===== src/rtl/ppu_pkg.sv =====
`default_nettype none
// +----------------------------------------------------------------------+
// | Module   : ppu_pkg                                                   |
// | Purpose  : Shared types and constants for PPU memory access logic:   |
// |            port FSM states, address regions, region bases and the    |
// |            PPUDATA increment steps. Also provides the palette index  |
// |            helper so the aliasing rule lives in one place.           |
// | Revision : 1.0 - initial release                                     |
// +----------------------------------------------------------------------+
package ppu_pkg;

  typedef enum logic [1:0] {
    IDLE   = 2'd0,
    ACCESS = 2'd1,
    DONE   = 2'd2
  } vport_state_t;

  typedef enum logic [1:0] {
    REG_CHR = 2'd0,
    REG_NT  = 2'd1,
    REG_PAL = 2'd2
  } region_t;

  localparam logic [13:0] NT_BASE    = 14'h2000;
  localparam logic [13:0] PAL_BASE   = 14'h3F00;
  localparam logic [13:0] INC_ACROSS = 14'd1;
  localparam logic [13:0] INC_DOWN   = 14'd32;

  // Sprite-palette entry 0 of each group ($3F10/14/18/1C) shares storage
  // with the matching background entry, so bit 4 is dropped for them.
  function automatic logic [4:0] pal_index(input logic [13:0] v);
    return {v[4] & (v[1:0] != 2'b00), v[3:0]};
  endfunction

endpackage
`default_nettype wire


===== src/rtl/ppu_vram_port_if.sv =====
`default_nettype none
// +----------------------------------------------------------------------+
// | Module   : ppu_vram_port_if                                          |
// | Purpose  : CPU-side request/ack bus into the PPU memory port.        |
// |            cpu_req   : request, held until cpu_ack                   |
// |            cpu_sel   : 0 = PPUADDR, 1 = PPUDATA                      |
// |            cpu_we    : 1 = write, 0 = read                           |
// |            cpu_wdata : write data                                    |
// |            cpu_rdata : read data, valid while cpu_ack is high        |
// |            cpu_ack   : completion, one clk_en period wide            |
// | Revision : 1.0 - initial release                                     |
// +----------------------------------------------------------------------+
interface ppu_vram_port_if;

  logic       cpu_req;
  logic       cpu_sel;
  logic       cpu_we;
  logic [7:0] cpu_wdata;
  logic [7:0] cpu_rdata;
  logic       cpu_ack;

  modport master (
    output cpu_req, cpu_sel, cpu_we, cpu_wdata,
    input  cpu_rdata, cpu_ack
  );

  modport slave (
    input  cpu_req, cpu_sel, cpu_we, cpu_wdata,
    output cpu_rdata, cpu_ack
  );

endinterface
`default_nettype wire


===== src/rtl/ppu_addr_decode.sv =====
`default_nettype none
// +----------------------------------------------------------------------+
// | Module   : ppu_addr_decode                                           |
// | Purpose  : Combinational decode of a 14-bit PPU address into its     |
// |            target region and the per-target addresses.               |
// |            v         : PPU address                                   |
// |            mirror_v  : 1 = vertical, 0 = horizontal mirroring        |
// |            region    : CHR / nametable / palette                     |
// |            vram_addr : physical nametable address                    |
// |            chr_addr  : pattern address                               |
// |            pal_addr  : palette index (with aliasing)                 |
// | Revision : 1.0 - initial release                                     |
// +----------------------------------------------------------------------+
module ppu_addr_decode
  import ppu_pkg::*;
#(
  parameter int VRAM_AW = 11,
  parameter int PPU_AW  = 14
) (
  input  wire  [PPU_AW-1:0]  v,
  input  wire                mirror_v,
  output region_t            region,
  output logic [VRAM_AW-1:0] vram_addr,
  output logic [12:0]        chr_addr,
  output logic [4:0]         pal_addr
);

  always_comb begin
    region = REG_NT;
    if (v < NT_BASE) begin
      region = REG_CHR;
    end else if (v >= PAL_BASE) begin
      region = REG_PAL;
    end
  end

  // The nametable address ignores v[13:12]. That makes $3000-$3EFF mirror
  // $2000-$2EFF, and it also means that when v points into palette space
  // this output already equals the nametable mirror of (v - $1000), which
  // is what the read buffer is loaded from on palette reads.
  assign vram_addr = {(mirror_v ? v[VRAM_AW-1] : v[VRAM_AW]), v[VRAM_AW-2:0]};
  assign chr_addr  = v[12:0];
  assign pal_addr  = pal_index(v);

endmodule
`default_nettype wire


===== src/rtl/ppu_vram_port.sv =====
`default_nettype none
// +----------------------------------------------------------------------+
// | Module   : ppu_vram_port                                             |
// | Purpose  : CPU-facing initiator for PPU memory. Implements PPUADDR   |
// |            ($2006) with its write toggle and PPUDATA ($2007) with    |
// |            buffered reads and auto-increment, steering each access   |
// |            to CHR, nametable VRAM or palette RAM.                    |
// | Ports    : clk, clk_en, rst_n   : clock, PPU enable, async reset     |
// |            cpu (slave)          : request/ack bus                    |
// |            inc32, mirror_v      : PPUCTRL bit 2, mirroring mode      |
// |            clr_w                : PPUSTATUS read strobe              |
// |            vram_* / chr_* / pal_* : memory-side address/we/data      |
// | Revision : 1.0 - initial release                                     |
// +----------------------------------------------------------------------+
module ppu_vram_port
  import ppu_pkg::*;
#(
  parameter int VRAM_AW = 11,
  parameter int PPU_AW  = 14
) (
  input  wire                clk,
  input  wire                clk_en,
  input  wire                rst_n,
  ppu_vram_port_if.slave     cpu,
  input  wire                inc32,
  input  wire                mirror_v,
  input  wire                clr_w,
  output logic [VRAM_AW-1:0] vram_addr,
  output logic               vram_we,
  output logic [7:0]         vram_wdata,
  input  wire  [7:0]         vram_rdata,
  output logic [12:0]        chr_addr,
  output logic               chr_we,
  output logic [7:0]         chr_wdata,
  input  wire  [7:0]         chr_rdata,
  output logic [4:0]         pal_addr,
  output logic               pal_we,
  output logic [7:0]         pal_wdata,
  input  wire  [7:0]         pal_rdata
);

  vport_state_t      r_state;
  vport_state_t      w_state_next;
  logic              w_accept_data;
  logic              w_accept_addr;
  logic              w_access;
  logic              w_done;

  logic [PPU_AW-1:0] r_v;
  logic [PPU_AW-1:0] r_t;
  logic              r_w;
  logic [7:0]        r_read_buf;
  logic [7:0]        r_cpu_rdata;
  logic              r_op_sel;
  logic              r_op_we;
  logic [7:0]        r_op_wdata;

  region_t           w_region;

  ppu_addr_decode #(
    .VRAM_AW (VRAM_AW),
    .PPU_AW  (PPU_AW)
  ) u_decode (
    .v         (r_v),
    .mirror_v  (mirror_v),
    .region    (w_region),
    .vram_addr (vram_addr),
    .chr_addr  (chr_addr),
    .pal_addr  (pal_addr)
  );

  // ---------------------------------------------------------------- FSM
  always_ff @(posedge clk or negedge rst_n) begin
    if (!rst_n) begin
      r_state <= IDLE;
    end else if (clk_en) begin
      r_state <= w_state_next;
    end
  end

  always_comb begin
    w_state_next  = r_state;
    w_accept_data = 1'b0;
    w_accept_addr = 1'b0;
    w_access      = 1'b0;
    w_done        = 1'b0;
    case (r_state)
      IDLE: begin
        if (cpu.cpu_req) begin
          if (cpu.cpu_sel) begin
            w_accept_data = 1'b1;
            w_state_next  = ACCESS;
          end else begin
            // PPUADDR completes at acceptance; no memory cycle needed.
            w_accept_addr = 1'b1;
            w_state_next  = DONE;
          end
        end
      end
      ACCESS: begin
        w_access     = 1'b1;
        w_state_next = DONE;
      end
      DONE: begin
        w_done       = 1'b1;
        w_state_next = IDLE;
      end
      default: begin
        w_state_next = IDLE;
      end
    endcase
  end

  // ----------------------------------------------------------- datapath
  always_ff @(posedge clk or negedge rst_n) begin
    if (!rst_n) begin
      r_v         <= '0;
      r_t         <= '0;
      r_w         <= 1'b0;
      r_read_buf  <= 8'h00;
      r_cpu_rdata <= 8'h00;
      r_op_sel    <= 1'b0;
      r_op_we     <= 1'b0;
      r_op_wdata  <= 8'h00;
    end else if (clk_en) begin
      if (w_accept_data || w_accept_addr) begin
        r_op_sel   <= cpu.cpu_sel;
        r_op_we    <= cpu.cpu_we;
        r_op_wdata <= cpu.cpu_wdata;
      end

      if (w_accept_addr) begin
        if (!r_w) begin
          r_t[PPU_AW-1:8] <= cpu.cpu_wdata[PPU_AW-9:0];
        end else begin
          r_t[7:0] <= cpu.cpu_wdata;
          r_v      <= {r_t[PPU_AW-1:8], cpu.cpu_wdata};
        end
      end

      // A status read clears the toggle even when it lands on the same
      // edge as a PPUADDR write; the t/v update above still happens.
      if (clr_w) begin
        r_w <= 1'b0;
      end else if (w_accept_addr) begin
        r_w <= ~r_w;
      end

      if (w_access && !r_op_we) begin
        if (w_region == REG_PAL) begin
          // Palette reads bypass the buffer; the buffer instead picks up
          // the nametable byte underneath (see decoder note).
          r_cpu_rdata <= pal_rdata;
          r_read_buf  <= vram_rdata;
        end else begin
          r_cpu_rdata <= r_read_buf;
          r_read_buf  <= (w_region == REG_CHR) ? chr_rdata : vram_rdata;
        end
      end

      if (w_done && r_op_sel) begin
        r_v <= r_v + (inc32 ? INC_DOWN : INC_ACROSS);
      end
    end
  end

  // ------------------------------------------------------------ outputs
  assign cpu.cpu_ack   = w_done;
  assign cpu.cpu_rdata = r_cpu_rdata;

  assign vram_we    = w_access && r_op_we && (w_region == REG_NT);
  assign chr_we     = w_access && r_op_we && (w_region == REG_CHR);
  assign pal_we     = w_access && r_op_we && (w_region == REG_PAL);
  assign vram_wdata = r_op_wdata;
  assign chr_wdata  = r_op_wdata;
  assign pal_wdata  = r_op_wdata;

endmodule
`default_nettype wire


===== src/flat_wrapper.sv =====
// flat-port wrapper written by rule: the top's interface ports become plain ports
module ppu_vram_port_flat import ppu_pkg::*;
#(
  parameter int VRAM_AW = 11,
  parameter int PPU_AW  = 14
)
  (clk, clk_en, rst_n, inc32, mirror_v, clr_w, vram_addr, vram_we, vram_wdata, vram_rdata, chr_addr, chr_we, chr_wdata, chr_rdata, pal_addr, pal_we, pal_wdata, pal_rdata, cpu_cpu_req, cpu_cpu_sel, cpu_cpu_we, cpu_cpu_wdata, cpu_cpu_rdata, cpu_cpu_ack);
  ppu_vram_port_if cpu_i ();
  input  wire clk;
  input  wire clk_en;
  input  wire rst_n;
  input  wire inc32;
  input  wire mirror_v;
  input  wire clr_w;
  output logic [VRAM_AW-1:0] vram_addr;
  output logic vram_we;
  output logic [7:0] vram_wdata;
  input  wire  [7:0] vram_rdata;
  output logic [12:0] chr_addr;
  output logic chr_we;
  output logic [7:0] chr_wdata;
  input  wire  [7:0] chr_rdata;
  output logic [4:0] pal_addr;
  output logic pal_we;
  output logic [7:0] pal_wdata;
  input  wire  [7:0] pal_rdata;
  input wire logic [$bits(cpu_i.cpu_req)-1:0] cpu_cpu_req;
  input wire logic [$bits(cpu_i.cpu_sel)-1:0] cpu_cpu_sel;
  input wire logic [$bits(cpu_i.cpu_we)-1:0] cpu_cpu_we;
  input wire logic [$bits(cpu_i.cpu_wdata)-1:0] cpu_cpu_wdata;
  output wire logic [$bits(cpu_i.cpu_rdata)-1:0] cpu_cpu_rdata;
  output wire logic [$bits(cpu_i.cpu_ack)-1:0] cpu_cpu_ack;
  assign cpu_i.cpu_req = cpu_cpu_req;
  assign cpu_i.cpu_sel = cpu_cpu_sel;
  assign cpu_i.cpu_we = cpu_cpu_we;
  assign cpu_i.cpu_wdata = cpu_cpu_wdata;
  assign cpu_cpu_rdata = cpu_i.cpu_rdata;
  assign cpu_cpu_ack = cpu_i.cpu_ack;
  ppu_vram_port #(.VRAM_AW(VRAM_AW), .PPU_AW(PPU_AW)) u_core (.clk(clk), .clk_en(clk_en), .rst_n(rst_n), .cpu(cpu_i), .inc32(inc32), .mirror_v(mirror_v), .clr_w(clr_w), .vram_addr(vram_addr), .vram_we(vram_we), .vram_wdata(vram_wdata), .vram_rdata(vram_rdata), .chr_addr(chr_addr), .chr_we(chr_we), .chr_wdata(chr_wdata), .chr_rdata(chr_rdata), .pal_addr(pal_addr), .pal_we(pal_we), .pal_wdata(pal_wdata), .pal_rdata(pal_rdata));
endmodule

===== config.mk =====
export PLATFORM = sky130hd
export DESIGN_NAME = ppu_vram_port_flat
export DESIGN_NICKNAME = d
export VERILOG_FILES = /design/src/rtl/ppu_pkg.sv /design/src/rtl/ppu_vram_port_if.sv /design/src/rtl/ppu_addr_decode.sv /design/src/rtl/ppu_vram_port.sv /design/src/flat_wrapper.sv
export SDC_FILE = /design/constraint.sdc
export NUM_CORES = 1
export LEC_CHECK = 0
export ABC_AREA = 1
export BUFFER_PORTS_ARGS = -buffer_cell sky130_fd_sc_hd__buf_4
export CAP_MARGIN = 20
export CORE_AREA = 2 2 95 97
export DETAILED_ROUTE_END_ITERATION = 8
export DIE_AREA = 0 0 97 99
export MAX_ROUTING_LAYER = met4
export SLEW_MARGIN = 25
export SYNTH_ARGS = -nofsm -noshare
export SYNTH_HDL_FRONTEND = slang
export SYNTH_SLANG_ARGS = --single-unit

===== constraint.sdc =====
create_clock -name clk -period 1.5 [get_ports clk]
set_clock_uncertainty 0.05 [all_clocks]
set_input_delay 0.225 -clock clk [delete_from_list [all_inputs] [get_ports clk]]
set_output_delay 0.225 -clock clk [all_outputs]
set_load 0.01 [all_outputs]

==> run summary, run 1 <==
FLOORPLAN
------------------------------------------------------------------------------------------
Area of the die .............................................................   9600 sq um
Initial standard-cell utilization of the core ...............................        0.341
Total number of placement rows ..............................................           34
Placeable Area ..............................................................   8550 sq um
Die boundary width ..........................................................        97 um
Die Y-Extent ................................................................        99 um
Number of placed I/O pins ...................................................          106

CLOCK TREE
------------------------------------------------------------------------------------------
Max H-tree Level ............................................................            2
CTS Root Buffer Type ........................................................ sky130_fd_sc_hd__clkbuf_8
Deepest clock path buffer count .............................................            2
Clock edge transition at the registers on the reported setup and hold paths .       110 ps
Number of sinks on the clock net ............................................           49
CTS Buf Count ...............................................................            5
Clk_lat worst skew ..........................................................       310 ps
Clock tree from TritonCTS ...................................................        built

GRT
------------------------------------------------------------------------------------------
Overall overflow remaining after global route ...............................            0
Wire length of the first global-routing pass ................................     12600 um
Number of antenna violations at the first check in global routing ...........            0
All-Layer GR Usage ..........................................................        0.165
Vias in the first global route ..............................................         2577
Maximum number of pins on one net before global-route repair ................           50

MIN PATH
------------------------------------------------------------------------------------------
Worst min-delay path category ...............................................    in -> reg

YOSYS
------------------------------------------------------------------------------------------
Count of unique library cells instantiated by Yosys .........................           36
Compound-cell area share of the yosys netlist ...............................        0.128
Dominant combinational cell family by area after synthesis .................. simple AND/OR/NAND/NOR gates
Number of synthesized register bits .........................................           49
Number of flops mapped to enable cells by yosys .............................            0
Yosys Warn Count ............................................................            0
Synth top area share ........................................................        0.420
Post-synthesis async set-or-reset flop share ................................         1.00
Post-synthesis adder-cell area fraction .....................................       0.0129
Synthesized-area fraction occupied by and/or/nand/nor cells .................        0.269
Post-synthesis cell area ....................................................   2920 sq um
Post-synthesis net count ....................................................          421
Main flop type after synthesis .............................................. sky130_fd_sc_hd__dfrtp_1
Dominant cells by area after synthesis ...................................... sky130_fd_sc_hd__dfrtp_1, sky130_fd_sc_hd__nand2_1, sky130_fd_sc_hd__buf_4, sky130_fd_sc_hd__nor2_1, sky130_fd_sc_hd__o21ai_0
Multiplexer fraction of the synthesized cell area ...........................            0
Sequential-to-total area share from yosys stat ..............................        0.420
Post-synthesis xor/xnor area fraction .......................................      0.00300
Library cell occupying the most area in the post-synthesis netlist .......... sky130_fd_sc_hd__dfrtp_1
Mapped Cells ................................................................          377
Post-synthesis average cell area ............................................   7.74 sq um

STA
------------------------------------------------------------------------------------------
Final period demand of the worst path .......................................      1550 ps
Number of slew-limit violations in the final report .........................            0
Max_slew headroom ...........................................................        0.567
Pin slew with the least headroom to its limit ...............................       649 ps
Setup repair after global routing missed its margin .........................         true
Final-report setup violation count ..........................................            5
Period utilization ..........................................................         1.03
Achievable frequency ........................................................      645 MHz
Count of endpoints failing hold in the final timing report ..................            0
Worst hold slack after final layout .........................................      98.5 ps
Worst Setup Slack, final ....................................................     -49.6 ps

PWR
------------------------------------------------------------------------------------------
Largest vdd supply drop .....................................................     0.860 mV
Flop pwr share ..............................................................        0.358
Proportion of power drawn by combinational gates ............................        0.520
Clk network pwr share .......................................................        0.122
Net switching share of the total power ......................................        0.406
Total leakage power .........................................................   0.00204 uW
P_int .......................................................................      4060 uW
Net switching power .........................................................      2770 uW
Pwr/cell area ............................................................... 1640 nW/um^2

ROUTING
------------------------------------------------------------------------------------------
Per-cell routed wire length .................................................      13.9 um
Avg Vias per Cell ...........................................................         4.65
Post-detailed-route count of antenna-violating nets .........................            0
Count of routing violations after the opening detailed-route iteration ......          131
First-pass DRT Iterations ...................................................            4
Routed wire length ..........................................................      8180 um
Via Count ...................................................................         2739
Number of design rule violations left after detail routing ..................            0

CELLS AND AREA
------------------------------------------------------------------------------------------
Relative area change from synthesis to final layout .........................        42.9%
Fill cell instance count of the final layout ................................          846
Proportion of layout cells with a drive suffix above 1 ......................        0.437
Number of standard cells in the layout, taps in and fillers out .............          589
N_diodes ....................................................................            0
Post-layout nets ............................................................          524

RUN STATUS
------------------------------------------------------------------------------------------
Outcome ..................................................................... complete, but fails checks
Failing checks .............................................................. setup timing

CRITICAL PATH
------------------------------------------------------------------------------------------
Crit path capture type ......................................................         flop
Highest net fanout along the worst path .....................................            4
Worst Setup Path Type .......................................................   reg -> reg
WP data required ............................................................      1650 ps
Worst path arrival time .....................................................      1700 ps
Launching element type of the critical path .................................         flop

PLACEMENT
------------------------------------------------------------------------------------------
Dpl cells ...................................................................          565
Minimum setup slack after placement .........................................      -117 ps
Detailed Place HPWL .........................................................      5640 um
Routability-driven placement congestion ratio ...............................        0.832
Number of buffers added on ports ............................................          105

RUN
------------------------------------------------------------------------------------------
Max-capacitance violation count .............................................            0

[routing by layer]
| layer | track usage | vias to the layer above | part of all wire |
|---|---|---|---|
| met2 | 0.262 | 55 | 0.50 |
| met5 | - | - | 0 |
| li1 | - | 1380 | - |
| met1 | 0.221 | 1300 | 0.45 |
| met3 | 0.0284 | 4 | 0.036 |
| met4 | 0.0423 | 0 | 0.0083 |
[synth_stat cells (2+ instances only)]
master,number
sky130_fd_sc_hd__nor2_1,32
sky130_fd_sc_hd__nor2_4,2
sky130_fd_sc_hd__inv_1,20
sky130_fd_sc_hd__buf_6,2
sky130_fd_sc_hd__o21bai_1,3
sky130_fd_sc_hd__nand3b_1,3
sky130_fd_sc_hd__nand2_1,119
sky130_fd_sc_hd__inv_2,4
sky130_fd_sc_hd__nand2_4,2
sky130_fd_sc_hd__a31oi_1,16
sky130_fd_sc_hd__buf_2,6
sky130_fd_sc_hd__a21oi_1,5
sky130_fd_sc_hd__a21oi_2,2
sky130_fd_sc_hd__o21ai_1,3
sky130_fd_sc_hd__nor3_1,2
sky130_fd_sc_hd__o21ai_0,21
sky130_fd_sc_hd__dfrtp_1,49
sky130_fd_sc_hd__buf_4,43
sky130_fd_sc_hd__o21a_1,6
sky130_fd_sc_hd__ha_1,3
sky130_fd_sc_hd__nand3_1,18
sky130_fd_sc_hd__clkinv_1,2
[path summary, 6_finish.rpt]
| check | slack (ps) | cells past startpoint | from | end |
|---|---|---|---|---|
| min reg2reg | 460 | 2 | u_core.r_t[10]$_DFFE_PN0P_ | u_core.r_t[10]$_DFFE_PN0P_ |
| max reg2reg | -50 | 10 | u_core.r_v[5]$_DFFE_PN0P_ | u_core.r_v[12]$_DFFE_PN0P_ |
| min in group asynchronous | 430 | 2 | rst_n | u_core.r_v[7]$_DFFE_PN0P_ |
| min | 100 | 3 | cpu_cpu_we | u_core.r_op_we$_DFFE_PN0P_ |
| max | -50 | 10 | u_core.r_v[5]$_DFFE_PN0P_ | u_core.r_v[12]$_DFFE_PN0P_ |
| max in group asynchronous | 500 | 2 | rst_n | u_core.r_v[13]$_DFFE_PN0P_ |
[metrics by stage]
stage | power (uW) | utilization | setup TNS (ps) | instance area, sq um
2_1_floorplan | 4430 | - | 0 | 2920
3_3_place_gp | 5490 | 0.431 | -260 | 3690
3_5_place_dp | 5560 | 0.431 | -500 | 3690
4_1_cts | 6460 | 0.450 | -116 | 3850
5_1_grt | 7330 | 0.488 | -1650 | 4170
6_report | 6830 | 0.488 | -130 | 4170
[cell type report]
cell class	count	area, sq um	area share
clock buffer	5	68.8	0.0165
clock inverter	3	21.3	0.00510
inverter	27	115	0.0276
multi-input combinational	249	1400	0.335
sequential	49	1230	0.295
tap	108	135	0.0324
timing repair buffer	146	1190	0.285
timing repair inverter	2	15.0	0.00360
[worst max-delay path, cell delays in order, from the launching register on]
cell	delay [ps]
sky130_fd_sc_hd__dfrtp_1	420
sky130_fd_sc_hd__ha_4	310
sky130_fd_sc_hd__nand2_2	80
sky130_fd_sc_hd__nor2_1	120
sky130_fd_sc_hd__nand2_1	70
sky130_fd_sc_hd__nand2_2	90
sky130_fd_sc_hd__nand2_1	60
sky130_fd_sc_hd__nand2_1	60
sky130_fd_sc_hd__nand3_2	70
sky130_fd_sc_hd__nand2_2	70
sky130_fd_sc_hd__nand2_2	40
[repair_timing]
action | in CTS | in global routing
endpoints found under the setup margin | 9 | 41
resized for setup | 10 | 61
buffers inserted | 3 | 7
gates cloned | 0 | 5
endpoints found under the hold margin | 49 | 0
pin swaps | 3 | 20
hold buffers | 1 | 0
[power groups by stage]
stage / registers [uW] / clock network, uW / logic (uW)
after floorplan: 2400 / 0 / 2030
after global routing: 2530 / 920 / 3870
after detailed placement: 2380 / 0 / 3170
final: 2440 / 834 / 3550
after global placement: 2360 / 0 / 3130
after CTS: 2360 / 851 / 3250
[kinds of logic after synthesis]
kind of cell,count (synthesis)
AND/OR/NAND/NOR,183
buffers and inverters,80
AO/OA/AOI/OAI,61
flip-flops,49
adder cells (fa/ha/maj),3
XOR/XNOR,1
[state kept, by name (all words and copies together) (netlist names)]
name	count
u_core.r_op_we	1
u_core.chr_wdata	8
u_core.r_op_sel	1
u_core.cpu.cpu_rdata	8
u_core.r_v	14
u_core.r_w	1
u_core.r_state	2
u_core.r_read_buf	8
u_core.r_t	6
[placed cells by master, fill, tap and decap left out, types with 9 or more instances in the layout]
master / instances
sky130_fd_sc_hd__a31oi_1: 16
sky130_fd_sc_hd__buf_4: 132
sky130_fd_sc_hd__buf_6: 9
sky130_fd_sc_hd__dfrtp_1: 46
sky130_fd_sc_hd__inv_1: 19
sky130_fd_sc_hd__nand2_1: 107
sky130_fd_sc_hd__nand2_2: 9
sky130_fd_sc_hd__nand3_1: 14
sky130_fd_sc_hd__nor2_1: 22
sky130_fd_sc_hd__o21ai_0: 15
Note: power is estimated with default switching activity, not from simulation.
==> run 2: changes to the inputs <==
--- a/config.mk
+++ b/config.mk
@@ -11,6 +11,7 @@
 export CORE_AREA = 2 2 95 97
 export DETAILED_ROUTE_END_ITERATION = 8
 export DIE_AREA = 0 0 97 99
+export GPL_TIMING_DRIVEN = 0
 export MAX_ROUTING_LAYER = met4
 export SLEW_MARGIN = 25
 export SYNTH_ARGS = -nofsm -noshare
==> run 2 against run 1 <==
Compared with the run above: the run still ends with setup timing left; critical path depth down 4; worst setup slack worse by 50 ps; final area rose by 11%; sequential power about the same; power grew 12%; fmax shrank 3.1%; largest power group unchanged.
==> run summary, run 2 (synthesis results as in run 1) <==
RUN STATUS
------------------------------------------------------------------------------------------
Outcome ..................................................................... complete, but fails checks
Failing checks .............................................................. setup timing

PLACEMENT
------------------------------------------------------------------------------------------
Detailed Place HPWL .........................................................      5900 um
Dpl cells ...................................................................          590
Number of buffers added on ports ............................................          105
Routability-driven placement congestion ratio ...............................        0.854

CELLS AND AREA
------------------------------------------------------------------------------------------
Commonest non-fill, non-tap cells in the layout ............................. sky130_fd_sc_hd__buf_4, sky130_fd_sc_hd__nand2_1, sky130_fd_sc_hd__dfrtp_1
Proportion of layout cells with a drive suffix above 1 ......................        0.502
Post-layout nets ............................................................          563
Most common cell after layout, fill and taps aside .......................... sky130_fd_sc_hd__buf_4
N_diodes ....................................................................            0
Register bank with the most flops ...........................................   u_core.r_v
Relative area change from synthesis to final layout .........................        58.3%
Number of standard cells in the layout, taps in and fillers out .............          628
Number of flip-flops in the largest register ................................           14

CRITICAL PATH
------------------------------------------------------------------------------------------
Critical path launch point .................................................. u_core.r_state[1]$_DFFE_PN0P_
Worst Setup Path Type .......................................................   reg -> reg
Largest incremental delay on the critical path ..............................       440 ps
Crit path capture type ......................................................         flop
CP Cell Sequence ............................................................ buf_6 -> nor4_4 -> buf_6 -> buf_8 -> nor2_1 -> a31oi_1
Highest net fanout along the worst path .....................................            5
Worst path buffer plus inverter count .......................................            3
WP data required ............................................................      1670 ps
Kind of cell adding the most delay to the critical path ..................... buffers and inverters
Launching element type of the critical path .................................         flop
FF-to-FF End ................................................................ u_core.cpu.cpu_rdata[5]$_DFFE_PN0P_
Cell with the most instances on the worst path .............................. sky130_fd_sc_hd__buf_6
Register-to-Register Setup Slack ............................................      -100 ps
Origin of the critical flop-to-flop path .................................... u_core.r_state[1]$_DFFE_PN0P_
Worst path arrival time .....................................................      1770 ps
Cell count of the worst reg-to-reg path .....................................            6
Worst Setup EP .............................................................. u_core.cpu.cpu_rdata[5]$_DFFE_PN0P_
Library cell contributing the largest single delay on the critical path ..... sky130_fd_sc_hd__dfrtp_1
Number of cells on the critical path ........................................            6

CLOCK TREE
------------------------------------------------------------------------------------------
Number of sinks on the clock net ............................................           49
Deepest clock path buffer count .............................................            2
Clk_lat worst skew ..........................................................       310 ps
CTS Root Buffer Type ........................................................ sky130_fd_sc_hd__clkbuf_8
Clock tree from TritonCTS ...................................................        built
Clock edge transition at the registers on the reported setup and hold paths .       100 ps
Max H-tree Level ............................................................            2
CTS Buf Count ...............................................................            5

PWR
------------------------------------------------------------------------------------------
Total leakage power .........................................................   0.00224 uW
Pwr/cell area ............................................................... 1660 nW/um^2
Largest vdd supply drop .....................................................     0.958 mV

STA
------------------------------------------------------------------------------------------
Max_slew headroom ...........................................................        0.568
Count of endpoints failing hold in the final timing report ..................            0
Worst Setup Slack, final ....................................................     -99.5 ps
Final-report setup violation count ..........................................           31
Pin slew with the least headroom to its limit ...............................       648 ps
Achievable frequency ........................................................      625 MHz
Final period demand of the worst path .......................................      1600 ps
Number of slew-limit violations in the final report .........................            0
Setup tns final .............................................................     -1100 ps
Period utilization ..........................................................         1.07
Setup repair after global routing missed its margin .........................         true

ROUTING
------------------------------------------------------------------------------------------
Per-cell routed wire length .................................................      14.1 um
Count of routing violations after the opening detailed-route iteration ......          143
Routed wire length ..........................................................      8840 um
Via Count ...................................................................         2957
Avg Vias per Cell ...........................................................         4.71
Post-detailed-route count of antenna-violating nets .........................            0
Number of design rule violations left after detail routing ..................            0
First-pass DRT Iterations ...................................................            4

GRT
------------------------------------------------------------------------------------------
All-Layer GR Usage ..........................................................        0.173
Wire length of the first global-routing pass ................................     13200 um
Vias in the first global route ..............................................         2692
Maximum number of pins on one net before global-route repair ................           50
Number of antenna violations at the first check in global routing ...........            0
Overall overflow remaining after global route ...............................            0

FLOORPLAN
------------------------------------------------------------------------------------------
Area of the die .............................................................   9600 sq um
Die boundary width ..........................................................        97 um
Die Y-Extent ................................................................        99 um
Initial standard-cell utilization of the core ...............................        0.341
Number of placed I/O pins ...................................................          106
Total number of placement rows ..............................................           34
Placeable Area ..............................................................   8550 sq um

RUN
------------------------------------------------------------------------------------------
Max-capacitance violation count .............................................            0

MIN PATH
------------------------------------------------------------------------------------------
Worst min-delay path category ...............................................    in -> reg

[run 2: cell count changes in the layout (fill, tap and decap cells not counted), sizes merged]
cell,delta
clkinvlp,-1
clkbuf,+4
clkinv,-2
buf,+39
nand2,-1
[run 2: where the power goes]
group	internal (uW)	switching (uW)
registers	1870	584
clock network	330	472
logic	2430	1960
total	4630	3020
[run 2: what timing repair did]
action / in CTS / in global routing
buffers inserted: 15 / 10
gates resized for setup: 29 / 65
hold buffers: 1 / 0
endpoints found under the hold margin: 49 / 0
setup endpoints to repair: 40 / 50
cloned: 0 / 4
pin swaps: 11 / 19
[run 2: area by class of cell]
cell class                      count  area (sq um)
Tap cell                          108           135
Fill cell                         821          3930
Sequential cell                    49          1230
Inverter                           27           118
Timing Repair Buffer              135          1110
Buffer                             53           424
Clock inverter                      2          15.0
Clock buffer                        6          72.6
Multi-Input combinational cell    248          1510
[run 2: metrics by stage]
| step | setup WS, ps | total power [uW] | utilization | hold slack [ps] | cell area, sq um |
|---|---|---|---|---|---|
| floorplan | 2.94 | 4430 | - | -121 | 2920 |
| global placement | -204 | 5880 | 0.450 | 246 | 3850 |
| detailed placement | -249 | 5970 | 0.450 | 245 | 3850 |
| CTS | -45.1 | 7100 | 0.486 | 93.0 | 4150 |
| global route | -174 | 8190 | 0.540 | 109 | 4620 |
| finish | -99.5 | 7650 | 0.540 | 104 | 4620 |
[run 2: routing by layer]
metal	track usage	part of all wire	up-vias
li1	-	-	1468
met1	0.225	0.42	1402
met2	0.282	0.52	73
met3	0.0277	0.038	14
met4	0.0433	0.017	0
met5	-	0	-
[run 2: worst min-delay path by stage]
| stage | from | to | cells after the start |
|---|---|---|---|
| 2_1_floorplan | rst_n | u_core.chr_wdata[0]$_DFFE_PN0P_ | 0 |
| 3_3_place_gp | rst_n | u_core.r_v[0]$_DFFE_PN0P_ | 1 |
| 3_5_place_dp | rst_n | u_core.r_v[0]$_DFFE_PN0P_ | 1 |
| 4_1_cts | cpu_cpu_we | u_core.r_op_we$_DFFE_PN0P_ | 3 |
| 5_1_grt | cpu_cpu_we | u_core.r_op_we$_DFFE_PN0P_ | 3 |
| 6_report | cpu_cpu_we | u_core.r_op_we$_DFFE_PN0P_ | 3 |
[run 2: worst register-to-register path: stages, from the launching register on]
cell,delay (ps)
sky130_fd_sc_hd__dfrtp_1,440
sky130_fd_sc_hd__buf_6,140
sky130_fd_sc_hd__nor4_4,340
sky130_fd_sc_hd__buf_6,200
sky130_fd_sc_hd__buf_8,130
sky130_fd_sc_hd__nor2_1,50
sky130_fd_sc_hd__a31oi_1,160
==> run 3: changes to the inputs <==
--- a/config.mk
+++ b/config.mk
@@ -13,6 +13,7 @@
 export DIE_AREA = 0 0 97 99
 export GPL_TIMING_DRIVEN = 0
 export MAX_ROUTING_LAYER = met4
+export PLACE_DENSITY = 0.58
 export SLEW_MARGIN = 25
 export SYNTH_ARGS = -nofsm -noshare
 export SYNTH_HDL_FRONTEND = slang
==> run 3 against run 2 <==
Compared with the run above: the flow still finishes with violations (setup timing); routed wire length fell by 4.3%; worst setup slack improved by 37 ps; register-to-register slack improved by 40 ps; worst hold slack got worse by 32 ps; clock-buffer cell count rose by 1; core utilization fell by 0.89 points; power fell by 1.8%; die area did not move; clock power rose by 8.4%; final area fell by 1.7%; fmax rose by 2.4%.
==> run summary, run 3 (synthesis results as in run 1) <==
MIN PATH
------------------------------------------------------------------------------------------
Hold-critical path endpoint ................................................. u_core.r_op_we$_DFFE_PN0P_
Worst hold path cell count ..................................................            3
Hold Crit Start .............................................................   cpu_cpu_we
Worst min-delay path category ...............................................    in -> reg

PLACEMENT
------------------------------------------------------------------------------------------
Number of buffers added on ports ............................................          105
Detailed Place HPWL .........................................................      5910 um
Routability-driven placement congestion ratio ...............................        0.867
Dpl cells ...................................................................          590
Minimum setup slack after placement .........................................      -222 ps

CELLS AND AREA
------------------------------------------------------------------------------------------
Register bank with the most flops ...........................................   u_core.r_v
Number of flip-flops in the largest register ................................           14
Post-layout nets ............................................................          570
Number of standard cells in the layout, taps in and fillers out .............          635
Proportion of layout cells with a drive suffix above 1 ......................        0.488
Relative area change from synthesis to final layout .........................        55.7%
Fill cell instance count of the final layout ................................          810
Commonest non-fill, non-tap cells in the layout ............................. sky130_fd_sc_hd__buf_4, sky130_fd_sc_hd__nand2_1, sky130_fd_sc_hd__dfrtp_1
Most common cell after layout, fill and taps aside .......................... sky130_fd_sc_hd__buf_4
N_diodes ....................................................................            0

ROUTING
------------------------------------------------------------------------------------------
Routed wire length ..........................................................      8470 um
Avg Vias per Cell ...........................................................         4.64
Per-cell routed wire length .................................................      13.3 um
Number of design rule violations left after detail routing ..................            0
Count of routing violations after the opening detailed-route iteration ......          143
First-pass DRT Iterations ...................................................            6
Post-detailed-route count of antenna-violating nets .........................            0
Via Count ...................................................................         2949

STA
------------------------------------------------------------------------------------------
Final period demand of the worst path .......................................      1560 ps
Worst Setup Slack, final ....................................................     -62.6 ps
Pin slew with the least headroom to its limit ...............................       652 ps
Worst hold slack after final layout .........................................      71.2 ps
Count of endpoints failing hold in the final timing report ..................            0
Setup tns final .............................................................      -299 ps
Setup repair after global routing missed its margin .........................         true
Number of slew-limit violations in the final report .........................            0
Period utilization ..........................................................         1.04
Max_slew headroom ...........................................................        0.565
Achievable frequency ........................................................      640 MHz
Final-report setup violation count ..........................................           11

FLOORPLAN
------------------------------------------------------------------------------------------
Initial standard-cell utilization of the core ...............................        0.341
Area of the die .............................................................   9600 sq um
Number of placed I/O pins ...................................................          106
Die boundary width ..........................................................        97 um
Placeable Area ..............................................................   8550 sq um
Die Y-Extent ................................................................        99 um
Total number of placement rows ..............................................           34

PWR
------------------------------------------------------------------------------------------
Pwr/cell area ............................................................... 1650 nW/um^2
Largest vdd supply drop .....................................................     0.966 mV
P_int .......................................................................      4660 uW
Net switching power .........................................................      2850 uW
Total leakage power .........................................................   0.00228 uW
Proportion of power drawn by combinational gates ............................        0.559
Flop pwr share ..............................................................        0.325
Clk network pwr share .......................................................        0.116
Net switching share of the total power ......................................        0.379

CRITICAL PATH
------------------------------------------------------------------------------------------
WP data required ............................................................      1650 ps
Critical path launch point .................................................. u_core.r_state[0]$_DFFE_PN0P_
Highest net fanout along the worst path .....................................            7
Origin of the critical flop-to-flop path .................................... u_core.r_state[0]$_DFFE_PN0P_
Worst path arrival time .....................................................      1710 ps
Cell count of the worst reg-to-reg path .....................................           10
Launching element type of the critical path .................................         flop
Register-to-Register Setup Slack ............................................       -60 ps
Worst Setup Path Type .......................................................   reg -> reg
FF-to-FF End ................................................................ u_core.r_v[3]$_DFFE_PN0P_
Crit path capture type ......................................................         flop

CLOCK TREE
------------------------------------------------------------------------------------------
CTS Root Buffer Type ........................................................ sky130_fd_sc_hd__clkbuf_8
Number of sinks on the clock net ............................................           49
Clock edge transition at the registers on the reported setup and hold paths .        90 ps
Deepest clock path buffer count .............................................            2
Clock tree from TritonCTS ...................................................        built
Max H-tree Level ............................................................            2
CTS Buf Count ...............................................................            5
Clk_lat worst skew ..........................................................       300 ps

GRT
------------------------------------------------------------------------------------------
Maximum number of pins on one net before global-route repair ................           50
Global routing met2 resource utilization ....................................        0.277
Wire length of the first global-routing pass ................................     13100 um
Fraction of met1 tracks used by global routing ..............................        0.223
Vias in the first global route ..............................................         2745
Busiest layer in global routing .............................................         met2
Overall overflow remaining after global route ...............................            0
Number of antenna violations at the first check in global routing ...........            0
Met3 global-route usage .....................................................       0.0277
All-Layer GR Usage ..........................................................        0.171

RUN STATUS
------------------------------------------------------------------------------------------
Failing checks .............................................................. setup timing
Outcome ..................................................................... complete, but fails checks

RUN
------------------------------------------------------------------------------------------
Max-capacitance violation count .............................................            0

[run 3: changes by cell type in the layout (fill, tap and decap cells not counted), sizes merged]
cell / delta
buf: +8
clkinv: +1
clkinvlp: -2
[run 3: repair_timing]
| action | 4_1_cts | 5_1_grt |
|---|---|---|
| gates resized for setup | 35 | 47 |
| hold endpoints to repair | 49 | 0 |
| gates cloned | 0 | 3 |
| pin swaps | 18 | 19 |
| buffers inserted | 22 | 11 |
| setup endpoints to repair | 40 | 49 |
| hold buffers | 1 | 0 |
[run 3: final cells by class]
class                   count  area, sq um  share of cell area
clock inverters             1         5.00             0.00110
well taps                 108          135              0.0297
repair buffers            142         1120               0.247
clock buffers               7         96.3              0.0212
flip-flops and latches     49         1230               0.271
multi-input cells         248         1420               0.312
inverters                  27          118              0.0259
plain buffers              53          419              0.0922
[run 3: power groups by stage]
| stage | clock network (uW) | registers, uW | logic [uW] |
|---|---|---|---|
| 6_report | 869 | 2440 | 4200 |
| 3_5_place_dp | 0 | 2460 | 3510 |
| 5_1_grt | 947 | 2530 | 4570 |
| 4_1_cts | 891 | 2420 | 4000 |
| 3_3_place_gp | 0 | 2440 | 3460 |
| 2_1_floorplan | 0 | 2400 | 2030 |
[run 3: worst max-delay path, stage by stage (launching register included)]
cell and delay (ps):
sky130_fd_sc_hd__dfrtp_1 420, sky130_fd_sc_hd__buf_6 130, sky130_fd_sc_hd__nor2_4 130, sky130_fd_sc_hd__nand2_4 100, sky130_fd_sc_hd__inv_8 80, sky130_fd_sc_hd__nand2_4 60, sky130_fd_sc_hd__nand2_8 110, sky130_fd_sc_hd__buf_4 120
sky130_fd_sc_hd__o21ai_0 90, sky130_fd_sc_hd__nand2_1 70, sky130_fd_sc_hd__o21ai_1 60
[run 3: worst max path at each step]
stage / to / slack, ps / depth (start not counted)
6_report: u_core.r_v[3]$_DFFE_PN0P_ / -60 / 10
4_1_cts: vram_we / -40 / 4
3_3_place_gp: u_core.r_v[8]$_DFFE_PN0P_ / -220 / 11
5_1_grt: u_core.r_v[8]$_DFFE_PN0P_ / -130 / 10
3_5_place_dp: u_core.cpu.cpu_rdata[5]$_DFFE_PN0P_ / -220 / 6
2_1_floorplan: u_core.r_v[8]$_DFFE_PN0P_ / 3 / 11
[run 3: metrics by stage]
| step | cell area, sq um | power [uW] | util |
|---|---|---|---|
| 5_1_grt | 4540 | 8050 | 0.531 |
| 2_1_floorplan | 2920 | 4430 | - |
| 4_1_cts | 4250 | 7310 | 0.497 |
| 6_report | 4540 | 7510 | 0.531 |
| 3_5_place_dp | 3850 | 5980 | 0.450 |
| 3_3_place_gp | 3850 | 5900 | 0.450 |
[run 3: layer usage]
layer / share of wire / up-vias / wire, um
met5: 0 / - / 0
met1: 0.45 / 1398 / 3820
met3: 0.038 / 13 / 318
met4: 0.016 / 0 / 139
met2: 0.49 / 64 / 4190
li1: - / 1474 / -
